[src/rtl/ldtu_readout_sched.sv]
// Read-side scheduler for the LiteDTU output buffer: link alignment sequence,
// then one buffer word (or idle filler) per serializer word strobe.
module ldtu_readout_sched #(
    parameter int                Nbits_32  = 32,
    parameter int                bits_ptr  = 6,
    parameter int                AlignLen  = 8,
    parameter logic [Nbits_32-1:0] AlignWord = 32'h5A5A5A5A,
    parameter logic [Nbits_32-1:0] IdleWord  = 32'hE0000000,
    parameter logic [Nbits_32-1:0] Initial   = 32'hF0000000,
    parameter logic [bits_ptr:0] Watermark = 7'd49
) (
    input  logic                CLK,
    input  logic                rst,
    input  logic                handshake,
    input  logic                out_ready,
    input  logic                fifo_empty,
    input  logic [bits_ptr:0]   fifo_count,
    input  logic [Nbits_32-1:0] fifo_rdata,
    input  logic                losing_data,
    output logic                fifo_rd_en,
    output logic [Nbits_32-1:0] DATA_out,
    output logic                out_strobe,
    output logic                aligned,
    output logic                almost_full,
    output logic [7:0]          lost_cnt,
    output logic [15:0]         word_cnt
);

    typedef enum logic {ALIGN = 1'b0, RUN = 1'b1} state_t;

    localparam logic [7:0] ALIGN_LAST = 8'(AlignLen - 1);

    state_t     state;
    logic [7:0] align_cnt;

    // Pop is same-cycle with the strobe because the buffer is first-word-fall-through.
    assign fifo_rd_en = (state == RUN) & out_ready & ~fifo_empty & ~rst;
    assign aligned    = (state == RUN);

    always_ff @(posedge CLK) begin
        if (rst) begin
            state       <= ALIGN;
            align_cnt   <= '0;
            DATA_out    <= Initial;
            out_strobe  <= 1'b0;
            almost_full <= 1'b0;
            lost_cnt    <= '0;
            word_cnt    <= '0;
        end else begin
            almost_full <= (fifo_count >= Watermark);
            out_strobe  <= out_ready;
            if (losing_data && lost_cnt != 8'hFF)
                lost_cnt <= lost_cnt + 8'd1;

            case (state)
                ALIGN: begin
                    if (out_ready)
                        DATA_out <= AlignWord;
                    // A handshake restarts the sequence; a word emitted alongside it is not counted.
                    if (handshake) begin
                        align_cnt <= '0;
                    end else if (out_ready) begin
                        if (align_cnt == ALIGN_LAST) begin
                            state     <= RUN;
                            align_cnt <= '0;
                        end else begin
                            align_cnt <= align_cnt + 8'd1;
                        end
                    end
                end
                RUN: begin
                    if (out_ready) begin
                        if (!fifo_empty) begin
                            DATA_out <= fifo_rdata;
                            word_cnt <= word_cnt + 16'd1;
                        end else begin
                            DATA_out <= IdleWord;
                        end
                    end
                    if (handshake) begin
                        state     <= ALIGN;
                        align_cnt <= '0;
                    end
                end
                default: state <= ALIGN;
            endcase
        end
    end

endmodule
[config.mk]
export PLATFORM = sky130hd
export DESIGN_NAME = ldtu_readout_sched
export DESIGN_NICKNAME = d
export VERILOG_FILES = /design/src/rtl/ldtu_readout_sched.sv
export SDC_FILE = /design/constraint.sdc
export NUM_CORES = 1
export LEC_CHECK = 0
export BUFFER_PORTS_ARGS = -buffer_cell sky130_fd_sc_hd__buf_2
export CORE_MARGIN = 10
export CORE_UTILIZATION = 54
export CTS_BUF_LIST = sky130_fd_sc_hd__clkbuf_8
export DETAILED_ROUTE_END_ITERATION = 7
export PLACE_DENSITY = 0.85
export SYNTH_ARGS = -nofsm -noshare
export SYNTH_HDL_FRONTEND = slang
export SYNTH_SLANG_ARGS = --single-unit
[constraint.sdc]
create_clock -name CLK -period 2.3 [get_ports CLK]
set_input_delay 0.115 -clock CLK [delete_from_list [all_inputs] [get_ports CLK]]
set_output_delay 0.115 -clock CLK [all_outputs]
set_load 0.03 [all_outputs]
==> results.py <==
metrics = {
    "synth": {
        "ys_warn_count": 0,
        "synth_top_cells_by_count": "dfxtp_1, nor2_1, xor2_1",
        "yosysTopAreaCellShare_pct": 49.98,
        "seq_area_frac_synth_pct": 49.98,
        "synth_compound_area_share_pct": 15.52,
        "async_reset_ff_share_pct": 0,
        "synth_top_family_by_area": "simple AND/OR/NAND/NOR gates",
        "synth_top_cell_by_area": "dfxtp_1",
        "post_synth_and_or_nand_nor_area_fraction_pct": 23.12,
        "syn_nets": 339,
        "ys_types": 43,
        "yosysMostFrequentCell": "dfxtp_1",
        "ys_top_cells_by_area": "dfxtp_1, nor2_1, xor2_1",
        "synth-edff-count": 0,
        "synth_xor_area_share_pct": 6.200,
        "synth.cell_area_sq_um": 2684,
        "synthCells": 290,
        "synth_area_per_cell_sq_um": 9.255,
        "ys_ff_latch": 67,
        "synth-main-ff-cell": "dfxtp_1",
        "synthMuxAreaShare_pct": 0.7459,
        "synthAdderAreaFrac_pct": 1.865,
    },
    "layout": {
        "syn_to_final_growth_pct": 34.83,
        "nets": 460,
        "multi_input_area_sq_um": 1274,
        "seqCellArea_sq_um": 1341,
        "drive_gt1_share_pct": 30.53,
        "diodes": 0,
        "nFillCells": 359,
    },
    "clocking": {
        "h-tree-depth": 3,
        "tritoncts": "done",
        "clk_pin_slew_worst_paths_ns": 0.07,
        "cts_setup_buffers": 0,
        "cts_made_buffers": 9,
        "clkSinkCount": 67,
        "cts_root_buf": "clkbuf_8",
        "insertion_delay_ns": 0.33,
        "ctsLongestPathBuffers": 2,
    },
    "floorplan": {
        "num_rows": 25,
        "core-area_sq_um": 4786,
        "die_y_um": 90.50,
        "initial_utilization_pct": 56.08,
        "dieArea_sq_um": 8190,
        "dieWidth_um": 90.50,
        "io_pins": 105,
    },
    "detailed_routing": {
        "drc_errors": 0,
        "ant_nets": 0,
        "finalWirelength_um": 7386,
        "drtPass1Iterations": 5,
        "vias": 2574,
        "wl_per_cell_um": 15.29,
        "drtIter0Drc": 157,
        "vias_per_cell": 5.329,
    },
    "timing": {
        "finalSetupViolations": 0,
        "tightest_slew_ns": 0.4561,
        "hold_violations": 0,
        "period_minus_slack_ns": 1.825,
        "fin_tns_setup_ns": 0,
        "slew_viol_final": 0,
        "max_freq_ghz": 0.5478,
        "fin_ws_ns": 0.4746,
        "maxSlewHeadroom_pct": 69.27,
        "rsz0062_at_grt": "false",
        "period_share_pct": 79.36,
        "skew_ns": 0.007451,
    },
    "critical_path": {
        "crit_fanout": 18,
        "worstPathCellList": "nand2_2, nor3_1, buf_4, buf_2",
        "r2r_cells": 5,
        "critPathKind": "flip-flop to output pin",
        "crit_path_end_kind": "output pin",
        "rrSetupSlack_ns": 0.61,
        "crit_path_top_delay_cell": "dfxtp_1",
        "cp.arrival_ns": 1.71,
        "required_ns": 2.18,
        "crit_buf_inv": 2,
        "cp_top_family": "buffers and inverters",
        "r2r_end": "word_cnt[14]$_SDFFE_PP0N_",
        "slowest_delay_ns": 0.43,
        "startpoint_type": "flip-flop",
        "reg2reg_from": "word_cnt[0]$_SDFFE_PP0N_",
    },
    "place": {
        "portBuffers": 104,
        "globalplace.congestion": 0.8347,
        "dp_hpwl_um": 5203,
        "pre_cts_slack_ns": 0.6441,
    },
    "grt": {
        "grt_start_max_net_pins": 32,
        "grt_pass1_vias": 2399,
        "antenna_found_initial": 0,
        "grt_pass1_wl_um": 11720,
        "grt_util_all_layers_pct": 17.32,
        "gr-total-overflow": 0,
    },
    "min_path": {
        "min_delay_path_depth": 3,
        "min-delay-start": "fifo_count[5]",
        "hold_end": "almost_full$_SDFF_PP0_",
        "hp-class": "primary input to flip-flop",
    },
    "pwr": {
        "power.density_nw_per_um2": 672.6,
        "ir_drop_uv": 426.1,
        "p_clk_share_pct": 41.1,
        "p_leak_nw": 1.682,
        "pwr-share-comb_pct": 9.4,
        "p_int_mw": 1.874,
        "p_switching_mw": 0.5597,
        "seqPwrFrac_pct": 49.5,
        "swShare_pct": 22.99,
    },
    "status": {
        "status": "finished clean",
    },
    "run": {
        "max_cap_viol_count": 0,
    },
}
## worst max path at each step
stage                                  start                   endpoint  slack (ns)  depth (start not counted)
floorplan           word_cnt[0]$_SDFFE_PP0N_  word_cnt[14]$_SDFFE_PP0N_        0.52                          5
global placement    word_cnt[0]$_SDFFE_PP0N_  word_cnt[14]$_SDFFE_PP0N_        0.68                          5
detailed placement  word_cnt[0]$_SDFFE_PP0N_  word_cnt[14]$_SDFFE_PP0N_        0.64                          5
CTS                       aligned$_SDFF_PP0_                 fifo_rd_en        0.46                          4
global route              aligned$_SDFF_PP0_                 fifo_rd_en        0.38                          4
finish                    aligned$_SDFF_PP0_                 fifo_rd_en        0.47                          4
## placed cells by master, fill, tap and decap left out, types with 2 or more instances in the layout
| cell | synthesis | layout |
|---|---|---|
| mux2i_1 | 2 | 2 |
| buf_2 | 1 | 104 |
| a22o_1 | 14 | 14 |
| or4_1 | 5 | 5 |
| o31ai_1 | 4 | 4 |
| xor2_1 | 17 | 17 |
| and4_1 | 3 | 3 |
| dfxtp_1 | 67 | 67 |
| nand2_1 | 16 | 16 |
| nor2_1 | 44 | 44 |
| xnor2_1 | 2 | 2 |
| clkbuf_8 | 0 | 9 |
| a21oi_1 | 13 | 13 |
| nor2b_1 | 14 | 14 |
| inv_1 | 3 | 8 |
| ha_1 | 4 | 4 |
| dlygate4sd3_1 | 0 | 14 |
| bufinv_16 | 0 | 2 |
| nand4_1 | 7 | 7 |
| nand3_1 | 8 | 8 |
| buf_4 | 1 | 6 |
| a31oi_1 | 2 | 2 |
| nor3_1 | 6 | 6 |
| nand2b_1 | 2 | 2 |
| and3_1 | 3 | 3 |
| o2111ai_1 | 2 | 2 |
| o21ai_0 | 8 | 8 |
| o22ai_1 | 14 | 14 |
## registers in the layout, indices dropped and copies added (netlist names)
| signal | cells |
|---|---|
| DATA_out | 32 |
| word_cnt | 16 |
| align_cnt | 8 |
| lost_cnt | 8 |
| aligned | 1 |
| almost_full | 1 |
| out_strobe | 1 |
## metal layers
metal  up-vias  track usage, %  wire length [um]
met2        87           29.27              3741
met3        10           7.648               533
met1      1197           18.81              2969
li1       1280               -                 -
met4         0           5.968               142
met5         -               0                 0
## repair_timing
item                                   4_1_cts  5_1_grt
endpoints found under the hold margin       12        2
hold buffers                                12        2
gates resized for setup                      0        0
## per-stage QoR
step	instance area, sq um	utilization (%)	hold slack (ns)	cells	power (mW)
floorplan	2684	-	0.2327	290	1.355
detailed placement	3276	68.44	0.3274	453	1.440
finish	3618	75.61	0.02295	483	2.434
global placement	3276	68.44	0.3182	453	1.435
CTS	3598	75.19	0.001352	481	2.452
global route	3618	75.61	0.006756	483	2.532
## cell families after synthesis
| kind of cell | Yosys count |
|---|---|
| muxes | 2 |
| and+or+nand+nor | 119 |
| xor gates and xnor gates | 19 |
| adders and majority gates | 4 |
| AOI/OAI and AO/OA | 62 |
| buffers and inverters | 17 |
| DFF | 67 |
## power by group through the flow
stage	clock network [mW]	logic (mW)	registers, mW
4_1_cts	1.02	0.225	1.20
3_5_place_dp	0	0.209	1.23
3_3_place_gp	0	0.206	1.23
2_1_floorplan	0	0.0725	1.28
6_report	1.00	0.229	1.20
5_1_grt	1.08	0.249	1.21
## worst min-delay path, cell delays in order
cell     delay, ns
buf_2         0.08
a31oi_1       0.06
nor2_1        0.06
## area by class of cell
class / count / area share, %
inverter: 3 / 0.3112
timing repair buffer: 124 / 19.50
sequential: 67 / 37.07
tap: 67 / 2.317
clock buffer: 9 / 3.423
multi-input combinational: 206 / 35.20
clock inverter: 7 / 2.178
(Power assumes the default switching activity.)
